### src/rtl/vthernet_pkg.sv
// Shared Vthernet receive-path definitions: octet width, UDP header size and
// the UDP receive parser state encoding.
package vthernet_pkg;

  localparam int OCT         = 8;
  localparam int UDP_HDR_LEN = 8;

  typedef enum logic [2:0] {
    S_SRC_PORT = 3'd0,
    S_DST_PORT = 3'd1,
    S_LEN      = 3'd2,
    S_CSUM     = 3'd3,
    S_DATA     = 3'd4,
    S_DONE     = 3'd5,
    S_DROP     = 3'd6
  } udp_state_e;

endpackage

### src/rtl/rx_udp_if.sv
// UDP receive stage bus: byte stream and frame status from the IPv4 stage in,
// payload-buffer write stream and completion status out.
interface rx_udp_if #(
  parameter int ADDR_W = 11
) ();
  import vthernet_pkg::*;

  logic [15:0]       udp_port;
  logic              rx_data_udp;
  logic [OCT-1:0]    rx_data;
  logic [31:0]       rx_src_ip;
  logic              rx_ipv4_irq;

  logic              rx_udp_valid;
  logic [OCT-1:0]    rx_udp_data;
  logic [ADDR_W-1:0] rx_udp_addr;
  logic              rx_udp_irq;
  logic              rx_udp_err;
  logic [31:0]       rx_udp_src_ip;
  logic [15:0]       rx_udp_src_port;
  logic [ADDR_W-1:0] rx_udp_len;

  modport master (
    output udp_port, rx_data_udp, rx_data, rx_src_ip, rx_ipv4_irq,
    input  rx_udp_valid, rx_udp_data, rx_udp_addr, rx_udp_irq, rx_udp_err,
           rx_udp_src_ip, rx_udp_src_port, rx_udp_len
  );

  modport slave (
    input  udp_port, rx_data_udp, rx_data, rx_src_ip, rx_ipv4_irq,
    output rx_udp_valid, rx_udp_data, rx_udp_addr, rx_udp_irq, rx_udp_err,
           rx_udp_src_ip, rx_udp_src_port, rx_udp_len
  );

endinterface

### src/rtl/rx_udp.sv
// UDP receive parser: header parse, destination-port filter, length-based trim
// of padding/FCS; payload bytes and status pulses are registered (1 cycle).
module rx_udp #(
  parameter int ADDR_W = 11
) (
  input logic   RX_CLK,
  input logic   rst_n,
  rx_udp_if.slave bus
);
  import vthernet_pkg::*;

  udp_state_e        state_q, state_d;
  logic              cnt_q, cnt_d;
  logic [OCT-1:0]    hi_q, hi_d;
  logic [15:0]       src_port_q, src_port_d;
  logic [15:0]       csum_q, csum_d;
  logic [ADDR_W-1:0] plen_q, plen_d;
  logic [ADDR_W-1:0] idx_q, idx_d;

  logic              valid_q, valid_d;
  logic [OCT-1:0]    data_q, data_d;
  logic [ADDR_W-1:0] addr_q, addr_d;
  logic              irq_q, irq_d;
  logic              err_q, err_d;
  logic [31:0]       lat_ip_q, lat_ip_d;
  logic [15:0]       lat_port_q, lat_port_d;
  logic [ADDR_W-1:0] lat_len_q, lat_len_d;

  logic [15:0]       field;
  logic [15:0]       len_diff;

  assign field    = {hi_q, bus.rx_data};
  assign len_diff = field - 16'(UDP_HDR_LEN);

  always_comb begin
    state_d    = state_q;
    cnt_d      = cnt_q;
    hi_d       = hi_q;
    src_port_d = src_port_q;
    csum_d     = csum_q;
    plen_d     = plen_q;
    idx_d      = idx_q;
    valid_d    = 1'b0;
    data_d     = data_q;
    addr_d     = addr_q;
    irq_d      = 1'b0;
    err_d      = 1'b0;
    lat_ip_d   = lat_ip_q;
    lat_port_d = lat_port_q;
    lat_len_d  = lat_len_q;

    // End-of-frame takes priority over a coincident data strobe.
    if (bus.rx_ipv4_irq) begin
      state_d = S_SRC_PORT;
      cnt_d   = 1'b0;
      idx_d   = '0;
      case (state_q)
        S_DONE: begin
          irq_d      = 1'b1;
          lat_ip_d   = bus.rx_src_ip;
          lat_port_d = src_port_q;
          lat_len_d  = plen_q;
        end
        S_LEN, S_CSUM, S_DATA: err_d = 1'b1;
        default: ;
      endcase
    end else if (bus.rx_data_udp) begin
      case (state_q)
        S_SRC_PORT, S_DST_PORT, S_LEN, S_CSUM: begin
          if (!cnt_q) begin
            hi_d  = bus.rx_data;
            cnt_d = 1'b1;
          end else begin
            cnt_d = 1'b0;
            case (state_q)
              S_SRC_PORT: begin
                src_port_d = field;
                state_d    = S_DST_PORT;
              end
              S_DST_PORT: begin
                state_d = (field == bus.udp_port) ? S_LEN : S_DROP;
              end
              S_LEN: begin
                // Reject lengths shorter than the header or with a payload
                // that would not fit the buffer index.
                if (field < 16'(UDP_HDR_LEN) || len_diff[15:ADDR_W] != '0) begin
                  state_d = S_DROP;
                  err_d   = 1'b1;
                end else begin
                  plen_d  = len_diff[ADDR_W-1:0];
                  state_d = S_CSUM;
                end
              end
              default: begin
                csum_d  = field;
                state_d = (plen_q == '0) ? S_DONE : S_DATA;
              end
            endcase
          end
        end
        S_DATA: begin
          valid_d = 1'b1;
          data_d  = bus.rx_data;
          addr_d  = idx_q;
          idx_d   = idx_q + ADDR_W'(1);
          if (idx_q + ADDR_W'(1) == plen_q) state_d = S_DONE;
        end
        default: ;
      endcase
    end
  end

  always_ff @(posedge RX_CLK or negedge rst_n) begin
    if (!rst_n) begin
      state_q    <= S_SRC_PORT;
      cnt_q      <= 1'b0;
      hi_q       <= '0;
      src_port_q <= '0;
      csum_q     <= '0;
      plen_q     <= '0;
      idx_q      <= '0;
      valid_q    <= 1'b0;
      data_q     <= '0;
      addr_q     <= '0;
      irq_q      <= 1'b0;
      err_q      <= 1'b0;
      lat_ip_q   <= '0;
      lat_port_q <= '0;
      lat_len_q  <= '0;
    end else begin
      state_q    <= state_d;
      cnt_q      <= cnt_d;
      hi_q       <= hi_d;
      src_port_q <= src_port_d;
      csum_q     <= csum_d;
      plen_q     <= plen_d;
      idx_q      <= idx_d;
      valid_q    <= valid_d;
      data_q     <= data_d;
      addr_q     <= addr_d;
      irq_q      <= irq_d;
      err_q      <= err_d;
      lat_ip_q   <= lat_ip_d;
      lat_port_q <= lat_port_d;
      lat_len_q  <= lat_len_d;
    end
  end

  assign bus.rx_udp_valid    = valid_q;
  assign bus.rx_udp_data     = data_q;
  assign bus.rx_udp_addr     = addr_q;
  assign bus.rx_udp_irq      = irq_q;
  assign bus.rx_udp_err      = err_q;
  assign bus.rx_udp_src_ip   = lat_ip_q;
  assign bus.rx_udp_src_port = lat_port_q;
  assign bus.rx_udp_len      = lat_len_q;

endmodule
### src/flat_wrapper.sv
// flat-port wrapper written by rule: the top's interface ports become plain ports
module rx_udp_flat import vthernet_pkg::*;
#(
  parameter int ADDR_W = 11
)
  (RX_CLK, rst_n, bus_udp_port, bus_rx_data_udp, bus_rx_data, bus_rx_src_ip, bus_rx_ipv4_irq, bus_rx_udp_valid, bus_rx_udp_data, bus_rx_udp_addr, bus_rx_udp_irq, bus_rx_udp_err, bus_rx_udp_src_ip, bus_rx_udp_src_port, bus_rx_udp_len);
  rx_udp_if #(.ADDR_W(ADDR_W)) bus_i ();
  input logic RX_CLK;
  input logic rst_n;
  input wire logic [$bits(bus_i.udp_port)-1:0] bus_udp_port;
  input wire logic [$bits(bus_i.rx_data_udp)-1:0] bus_rx_data_udp;
  input wire logic [$bits(bus_i.rx_data)-1:0] bus_rx_data;
  input wire logic [$bits(bus_i.rx_src_ip)-1:0] bus_rx_src_ip;
  input wire logic [$bits(bus_i.rx_ipv4_irq)-1:0] bus_rx_ipv4_irq;
  output wire logic [$bits(bus_i.rx_udp_valid)-1:0] bus_rx_udp_valid;
  output wire logic [$bits(bus_i.rx_udp_data)-1:0] bus_rx_udp_data;
  output wire logic [$bits(bus_i.rx_udp_addr)-1:0] bus_rx_udp_addr;
  output wire logic [$bits(bus_i.rx_udp_irq)-1:0] bus_rx_udp_irq;
  output wire logic [$bits(bus_i.rx_udp_err)-1:0] bus_rx_udp_err;
  output wire logic [$bits(bus_i.rx_udp_src_ip)-1:0] bus_rx_udp_src_ip;
  output wire logic [$bits(bus_i.rx_udp_src_port)-1:0] bus_rx_udp_src_port;
  output wire logic [$bits(bus_i.rx_udp_len)-1:0] bus_rx_udp_len;
  assign bus_i.udp_port = bus_udp_port;
  assign bus_i.rx_data_udp = bus_rx_data_udp;
  assign bus_i.rx_data = bus_rx_data;
  assign bus_i.rx_src_ip = bus_rx_src_ip;
  assign bus_i.rx_ipv4_irq = bus_rx_ipv4_irq;
  assign bus_rx_udp_valid = bus_i.rx_udp_valid;
  assign bus_rx_udp_data = bus_i.rx_udp_data;
  assign bus_rx_udp_addr = bus_i.rx_udp_addr;
  assign bus_rx_udp_irq = bus_i.rx_udp_irq;
  assign bus_rx_udp_err = bus_i.rx_udp_err;
  assign bus_rx_udp_src_ip = bus_i.rx_udp_src_ip;
  assign bus_rx_udp_src_port = bus_i.rx_udp_src_port;
  assign bus_rx_udp_len = bus_i.rx_udp_len;
  rx_udp #(.ADDR_W(ADDR_W)) u_core (.RX_CLK(RX_CLK), .rst_n(rst_n), .bus(bus_i));
endmodule
### config.mk
export PLATFORM = sky130hd
export DESIGN_NAME = rx_udp_flat
export DESIGN_NICKNAME = d
export VERILOG_FILES = /design/src/rtl/vthernet_pkg.sv /design/src/rtl/rx_udp_if.sv /design/src/rtl/rx_udp.sv /design/src/flat_wrapper.sv
export SDC_FILE = /design/constraint.sdc
export NUM_CORES = 1
export LEC_CHECK = 0
export BUFFER_PORTS_ARGS = -buffer_cell sky130_fd_sc_hd__buf_2
export CORE_MARGIN = 2
export CORE_UTILIZATION = 35
export CTS_CLUSTER_DIAMETER = 30
export CTS_CLUSTER_SIZE = 24
export DETAILED_ROUTE_END_ITERATION = 6
export PLACE_DENSITY = 0.62
export SLEW_MARGIN = 20
export SYNTH_ARGS = -nofsm -noshare
export SYNTH_HDL_FRONTEND = slang
export SYNTH_SLANG_ARGS = --single-unit
### constraint.sdc
create_clock -name RX_CLK -period 2.95 [get_ports RX_CLK]
set_clock_uncertainty 0.15 [all_clocks]
set_input_delay 0 -clock RX_CLK [delete_from_list [all_inputs] [get_ports RX_CLK]]
set_output_delay 0 -clock RX_CLK [all_outputs]
set_load 0.05 [all_outputs]
* After elaboration in Yosys (flattened, before gate mapping)
Index checks and enable logic that the tools add are counted.
** Cells by class
- Add/subtract/negate cells :: 2
- Magnitude comparators :: 1
- Equality and inequality tests :: 9
- Multiplexer cells :: 28
- Bitwise operators :: 3
- Reductions and logical operators :: 18
** Operator list (number)
- 11-bit 2-to-1 mux :: 3
- 3-bit 2-to-1 mux :: 6
- 1-bit 2-to-1 mux :: 17
- 16-bit equality test :: 1
- 16-bit by 4-bit < comparator with 1-bit output (second input constant) :: 1
- 16-bit by 4-bit subtractor with 16-bit output (second input constant) :: 1
- 11-bit by 1-bit adder with 11-bit output (second input constant) :: 1
- 11-bit equality test :: 1
- 11-bit logical NOT :: 1
- 3-bit case mux with 3 select lines :: 1
- 4-bit AND reduction :: 2
- 3-bit by 2-bit equality test with 1-bit output (second input constant) :: 2
- 3-bit equality test (second input constant) :: 2
- 3-bit by 2-bit != test with 1-bit output (second input constant) :: 2
- 3-bit case mux with 2 select lines :: 1
- 2-bit AND reduction :: 3
- 6-bit AND reduction :: 1
- 2-bit nonzero test :: 3
- 5-bit AND reduction :: 1
- 5-bit nonzero test :: 1
- 4-bit OR reduction :: 1
- 3-bit by 1-bit equality test with 1-bit output (second input constant) :: 1
- 3-bit logical NOT :: 1
- 1-bit NOT :: 3
- other kinds (4) :: 4
** Word-level totals
- Bits in registers :: 131
- Output and inout port bits :: 81
- Logic and storage cells :: 75

* Longest topological paths before layout
Gate-level depths: netlist (run 1).
- Word-level depth :: 9
- Gate-level depth with buffers :: 9
- Gate-level depth less buffers :: 8

* Worst setup path before layout (run 1)
Ideal clock, no wire load.
- Path type :: reg2reg
- Start :: reg u_core.hi_q[0]
- End :: reg u_core.plen_q[0]
- Setup time :: 0.125 ns
- Data arrival time :: 2.506 ns
- Data required time :: 2.675 ns
- Setup slack :: 0.169 ns
- Cell stages (with the launch flop) :: 8
- Path buffers :: 1
- Clock period less this slack :: 2.781 ns
- Cell sequence :: dfrtp_1 or3_4 or3_1 o32a_1 or4_4 nor4_4 buf_6 mux2_4
** Between the ends
- Longest elaborated chain between the ends :: 5
- Elaborated cells on any way between the ends :: 6
** RTL lines
- from (decl) :: RTL line rx_udp.sv:14 : logic [OCT-1:0] hi_q, hi_d;
- from (signal assigned) :: RTL line rx_udp.sv:133 : hi_q <= hi_d;
- 16-bit by 4-bit subtractor with 16-bit output :: RTL line rx_udp.sv:33 : assign len_diff = field - 16'(UDP_HDR_LEN);
- 5-bit nonzero test :: RTL line rx_udp.sv:86 : if (field < 16'(UDP_HDR_LEN) || len_diff[15:ADDR_W] != '0) begin
- 1-bit logical OR (*) :: RTL line rx_udp.sv:86
- 1-bit NOT (no source line) (*)
- 6-bit AND reduction (no source line) (*)
- to (signal assigned) :: RTL line rx_udp.sv:136 : plen_q <= plen_d;
- to (decl) :: RTL line rx_udp.sv:17 : logic [ADDR_W-1:0] plen_q, plen_d;
Mark *: on every way between the ends. The rest lies on a longest branch, timed or not.
A chain may end at the register's enable or synchronous reset.

* Worst setup path after layout (run 1)
- Start :: reg u_core.hi_q[0]
- End :: reg u_core.plen_q[10]
** Between the ends
- Longest elaborated chain between the ends :: 5
- Elaborated cells on any way between the ends :: 6
** RTL lines (RTL line)
- 16-bit by 4-bit subtractor with 16-bit output :: rx_udp.sv:33
- 5-bit nonzero test :: rx_udp.sv:86
- 1-bit logical OR :: rx_udp.sv:86
- 1-bit NOT (no source line)
- 6-bit AND reduction (no source line)
Parallel ways exist; a longest one is shown, timed or not.

==> results.json, run 1 <==
{
  "critPathRequiredTime_ps": 3100,
  "synth_edf_count": 0,
  "synth_cells": 573,
  "yosysSeqAreaShare_pct": 55.27,
  "clock_latency_ps": 410,
  "critical-path-top-delay-family": "simple AND/OR/NAND/NOR gates",
  "post_cts.resized_instances": 0,
  "ys_seq_elements": 131,
  "setup_repair_after_global_routing_missed_its_margin": "false",
  "run_status": "complete, no violations",
  "layout_commonest_cell": "nand2_1",
  "period_utilization_pct": 96.31,
  "power_mw": 5.060,
  "chipHeight_um": 134.2,
  "critical_path.startpoint": "u_core.hi_q[0]$_DFFE_PN0P_",
  "timing.final.crit_period_ps": 2841,
  "p_leak_nw": 4.233,
  "synthDistinctLibCells": 52,
  "gr-total-overflow": 0,
  "power_density_mw_per_mm2": 634.2,
  "critical_path_source_type": "register",
  "gpl.final_weighted_congestion": 0.8431,
  "syn_area_mm2": 0.005931,
  "cts_sinks": 131,
  "portBuffers": 140,
  "timing.final.hold_violations": 0,
  "worst-endpoint-arrival_ps": 2990,
  "synthesis.yosys.warnings": 0,
  "drt-pass1-iter-count": 4,
  "synthesis.area_per_instance_um2": 10.35,
  "finalSetupViolCount": 0,
  "grt_start_max_net_pins": 73,
  "synthesis.nets": 635,
  "wirelength_um": 14680,
  "detail_route.drc_violations": 0,
  "worstSetupPathType": "reg2reg",
  "cts_buffers": 17,
  "drt-vias-per-instance": 4.678,
  "grt_pass1_vias": 4665,
  "yosys_most_used_dff": "dfrtp_1",
  "worstHoldPathType": "in2async",
  "timing.rr.start": "u_core.hi_q[0]$_DFFE_PN0P_",
  "area_after_dpl_mm2": 0.006890,
  "tightestPinTransition_ps": 766.4,
  "floorplan.initialDensity_pct": 35.76,
  "final_cell_area_mm2": 0.007979,
  "area_growth_from_synthesis_to_layout_pct": 34.54,
  "drive_gt1_share_pct": 31.46,
  "placement_rows": 47,
  "avgRoutedWirePerCell_um": 14.89,
  "ir_worst_vdd_v": 0.0003733,
  "async_reset_ff_share_pct": 100.0,
  "ctsLongestPathBuffers": 2,
  "grt.total_usage_pct": 17.34,
  "layout.nets": 815,
  "design.portCount": 141,
  "first_pass_grt_wire_length_um": 24540,
  "count_of_h_tree_levels_built_during_cts": 4,
  "setup.worst_path.end_class": "register",
  "max_slew_margin_pct": 48.91,
  "detailed_place_hpwl_um": 9799,
  "area_of_the_die_mm2": 0.01800,
  "final-max-slew-violation-count": 0,
  "insertedDiodeCount": 0,
  "routed-via-count": 4613,
  "floorplan_die_width_um": 134.2,
  "timing.critical_path.buf_inv": 1,
  "maxClockFrequency_mhz": 352.0,
  "cap_violations": 0,
  "cp_slowest_cell": "or4_4",
  "worst-path-max-fanout": 11,
  "cts_tree": "yes",
  "total_negative_slack_ps": 0,
  "worstPathCellList": "or3_4, or3_1, o32a_1, or4_4, nor4_4, buf_12, mux2_2",
  "detail_route.iter0.violations": 251,
  "utilization_pct": 48.11,
  "cpPeakStageDelay_ps": 460,
  "standard_cell_core_area_mm2": 0.01658,
  "nFillCells": 1554,
  "antenna_found_initial": 0,
  "cts.reportedPaths.clkPinSlew_ps": 60,
  "clock_tree.root_cell": "clkbuf_16",
  "layout_common_cells": "nand2_1 (186), buf_2 (139), dfrtp_1 (131), dlygate4sd3_1 (45), mux2_2 (42)",
  "antenna_violating_nets_post_route": 0
}
## stage by stage
step | hold slack (ps) | worst slack [ps] | std cells
3_5_place_dp | -81.97 | 101.5 | 909
4_1_cts | 40.82 | 93.72 | 986
6_report | 27.80 | 108.9 | 986
3_3_place_gp | -80.76 | 140.8 | 909
5_1_grt | 84.76 | 31.74 | 986
2_1_floorplan | -445.6 | 168.8 | 573
## timing repair
item	4_1_cts	5_1_grt
hold buffers	45	0
buffers inserted	0	0
hold endpoints to repair	169	0
## path summary, 6_finish.rpt
| kind | endpoint | slack [ps] | cells after the start |
|---|---|---|---|
| setup / recovery | u_core.plen_q[10]$_DFFE_PN0P_ | 110 | 7 |
| hold reg to reg | u_core.bus.rx_udp_src_port[1]$_DFFE_PN0P_ | 320 | 2 |
| setup reg to reg | u_core.plen_q[10]$_DFFE_PN0P_ | 110 | 7 |
| max in group asynchronous | u_core.bus.rx_udp_src_port[12]$_DFFE_PN0P_ | 1870 | 3 |
| hold / removal | u_core.bus.rx_udp_addr[4]$_DFFE_PN0P_ | 30 | 2 |
| min in group RX_CLK | u_core.bus.rx_udp_src_ip[18]$_DFFE_PN0P_ | 170 | 4 |
## cell type report
type / instances / area, um^2 / area share, %
inverters: 7 / 26.28 / 0.3293
flip-flops and latches: 131 / 3278 / 41.09
clock buffers: 23 / 488.0 / 6.116
multi-input cells: 398 / 2469 / 30.94
repair buffers: 198 / 1292 / 16.20
well taps: 220 / 275.3 / 3.450
clock inverters: 9 / 150.1 / 1.882
## registers in the layout, summed over array words and instances, names as in the netlist, 3 cells and up
register                    cells
u_core.state_q                  3
u_core.plen_q                  11
u_core.bus.rx_udp_len          11
u_core.hi_q                     8
u_core.src_port_q              16
u_core.bus.rx_udp_src_port     16
u_core.bus.rx_udp_addr         11
u_core.bus.rx_udp_data          8
u_core.idx_q                   11
u_core.bus.rx_udp_src_ip       32
## worst reg2reg max path: stages (launching register included)
cell,delay (ps)
dfrtp_1,370
or3_4,410
or3_1,310
o32a_1,190
or4_4,460
nor4_4,320
buf_12,190
mux2_2,330
## Yosys cell counts (6+ instances only)
cell type  count  area [um^2]
and3_1        10        62.56
clkbuf_1      32        120.1
dfrtp_1      131         3278
inv_1          6        22.52
mux2_2        42        473.0
mux2_4         9        135.1
nand2_1      186        698.2
nand3_1        7        35.03
nand4_1       12        75.07
nor2_1        16        60.06
o21ai_0        7        35.03
xnor2_1       21        183.9
xor2_1        23        201.4
## cell families after synthesis
family,count (synthesis),synth area share [%]
compound gates,32,3.882
xor+xnor,44,6.498
fa+ha+maj,2,0.4219
buf+inv,44,3.101
flops,131,55.27
mux,54,10.76
simple gates,266,20.06
## report_power, final
| group | switching [mW] | internal, mW | leakage (nW) |
|---|---|---|---|
| sequential | 0.142 | 1.98 | 1.77 |
| clock | 0.751 | 1.50 | 0.309 |
| combinational | 0.397 | 0.291 | 2.15 |
## routing by layer
layer | track usage [%] | wire length (um)
met1 | 24.51 | 7297
met2 | 26.30 | 6471
met3 | 3.893 | 725
met4 | 6.140 | 189
met5 | 0 | 0
No activity file was read; power rests on OpenSTA's default activity.
==> run 2, diff against run 1 <==
--- a/config.mk
+++ b/config.mk
@@ -6,13 +6,17 @@
 export NUM_CORES = 1
 export LEC_CHECK = 0
 export BUFFER_PORTS_ARGS = -buffer_cell sky130_fd_sc_hd__buf_2
+export CELL_PAD_IN_SITES_DETAIL_PLACEMENT = 1
+export CELL_PAD_IN_SITES_GLOBAL_PLACEMENT = 1
 export CORE_MARGIN = 2
 export CORE_UTILIZATION = 35
 export CTS_CLUSTER_DIAMETER = 30
 export CTS_CLUSTER_SIZE = 24
 export DETAILED_ROUTE_END_ITERATION = 6
-export PLACE_DENSITY = 0.62
+export PLACE_DENSITY = 0.76
+export SKIP_LAST_GASP = 1
 export SLEW_MARGIN = 20
 export SYNTH_ARGS = -nofsm -noshare
 export SYNTH_HDL_FRONTEND = slang
 export SYNTH_SLANG_ARGS = --single-unit
+export TNS_END_PERCENT = 1
==> results.json, run 2 (same netlist as run 1, synthesis figures left out) <==
{
  "gpl.final_weighted_congestion": 0.8403,
  "run_status": "complete, no violations",
  "timing.final.crit_period_ps": 2885,
  "critical_path_source_type": "register",
  "timing.final.hold_violations": 0,
  "antenna_violating_nets_post_route": 0,
  "cts_sinks": 131,
  "clock_tree.root_cell": "clkbuf_16",
  "ir_worst_vdd_v": 0.0004132,
  "wirelength_um": 16540,
  "cts.reportedPaths.clkPinSlew_ps": 60,
  "setup.worst_path.end_class": "register",
  "detail_route.iter0.violations": 175,
  "detail_route.drc_violations": 0,
  "max_slew_margin_pct": 44.21,
  "power_mw": 5.024,
  "drive_gt1_share_pct": 31.45,
  "standard_cell_core_area_mm2": 0.01658,
  "cts_buffers": 17,
  "layout_common_cells": "nand2_1 (186), buf_2 (139), dfrtp_1 (131), dlygate4sd3_1 (43), mux2_2 (42)",
  "nFillCells": 1875,
  "r2r_slack_ps": 60,
  "floorplan_die_width_um": 134.2,
  "critPathRequiredTime_ps": 3100,
  "insertedDiodeCount": 0,
  "detailed_place_hpwl_um": 11130,
  "clock_latency_ps": 420,
  "worst_hold_slack_ps": 20.18,
  "worstSetupPathType": "reg2reg",
  "grt.total_usage_pct": 19.22,
  "setup_repair_after_global_routing_missed_its_margin": "true",
  "area_growth_from_synthesis_to_layout_pct": 33.97,
  "portBuffers": 140,
  "routed-via-count": 4794,
  "gr-total-overflow": 0,
  "drt-vias-per-instance": 4.877,
  "floorplan.initialDensity_pct": 35.76,
  "first_pass_grt_wire_length_um": 27180,
  "area_of_the_die_mm2": 0.01800,
  "worst-endpoint-arrival_ps": 3030,
  "cap_violations": 0,
  "count_of_h_tree_levels_built_during_cts": 4,
  "antenna_found_initial": 0,
  "layout_commonest_cell": "nand2_1",
  "worst-path-max-fanout": 11,
  "grt_pass1_vias": 5228,
  "avgRoutedWirePerCell_um": 16.82,
  "design.portCount": 141,
  "maxClockFrequency_mhz": 346.6,
  "placed_cells": 909,
  "tightestPinTransition_ps": 836.9,
  "chipHeight_um": 134.2,
  "final-max-slew-violation-count": 0,
  "cts_tree": "yes",
  "largest_reg_flops": 32,
  "finalSetupViolCount": 0,
  "drt-pass1-iter-count": 4,
  "period_utilization_pct": 97.81,
  "p_leak_nw": 4.214,
  "grt_start_max_net_pins": 88,
  "layout.nets": 813,
  "final_cell_count_no_fill": 983,
  "utilization_pct": 47.91,
  "power_density_mw_per_mm2": 632.4,
  "total_negative_slack_ps": 0,
  "worstHoldPathType": "in2reg",
  "ctsLongestPathBuffers": 2,
  "placement_rows": 47
}
-- run 2: worst max-delay path: stages (launching register included) --
cell and delay, ps:
dfrtp_1 380, or3_4 410, or3_1 320, o32a_1 180
or4_4 450, nor4_4 330, buf_12 190, mux2_2 340
-- run 2: per-stage QoR --
step | area [um^2] | setup WS [ps]
after floorplan | 5931 | 168.8
after global placement | 6890 | 140.6
after detailed placement | 6890 | 63.33
after CTS | 7939 | 23.90
after global routing | 7945 | -12.88
final | 7945 | 64.61
-- run 2: layout make-up --
cell class	instances	area, um^2	share of cell area, %
Sequential cell	131	3278	41.26
Multi-Input combinational cell	398	2475	31.15
Timing Repair Buffer	196	1272	16.02
Clock buffer	22	464.2	5.843
Tap cell	220	275.3	3.465
Clock inverter	9	153.9	1.937
Inverter	7	26.28	0.3307
-- run 2: power breakdown --
part	switching [mW]	internal (mW)	total (mW)
clock	0.748	1.45	2.20
combinational	0.405	0.291	0.696
sequential	0.149	1.98	2.13
total	1.30	3.72	5.02
-- run 2: what timing repair did --
action / in CTS / in global routing
gates resized for setup: 0 / 2
hold buffers: 43 / 0
buffers inserted: 0 / 0
setup endpoints to repair: 0 / 3
hold endpoints to repair: 164 / 0
-- run 2: layer usage --
| metal | up-vias | global-route usage, % | share of wire [%] |
|---|---|---|---|
| met5 | - | 0 | 0 |
| met4 | 0 | 5.965 | 1.1 |
| met3 | 12 | 4.422 | 4.6 |
| met2 | 133 | 32.99 | 50 |
| met1 | 2395 | 24.13 | 44 |
| li1 | 2254 | - | - |
-- run 2: final timing paths --
kind,startpoint,end,depth (start not counted)
min in group asynchronous,rst_n,u_core.bus.rx_udp_src_ip[2]$_DFFE_PN0P_,2
worst min-delay path,bus_udp_port[7],u_core.state_q[2]$_DFFE_PN0P_,5
worst min register to register,u_core.src_port_q[1]$_DFFE_PN0P_,u_core.bus.rx_udp_src_port[1]$_DFFE_PN0P_,2
worst max-delay path,u_core.hi_q[0]$_DFFE_PN0P_,u_core.plen_q[10]$_DFFE_PN0P_,7
max in group asynchronous,rst_n,u_core.src_port_q[1]$_DFFE_PN0P_,3
worst max register to register,u_core.hi_q[0]$_DFFE_PN0P_,u_core.plen_q[10]$_DFFE_PN0P_,7
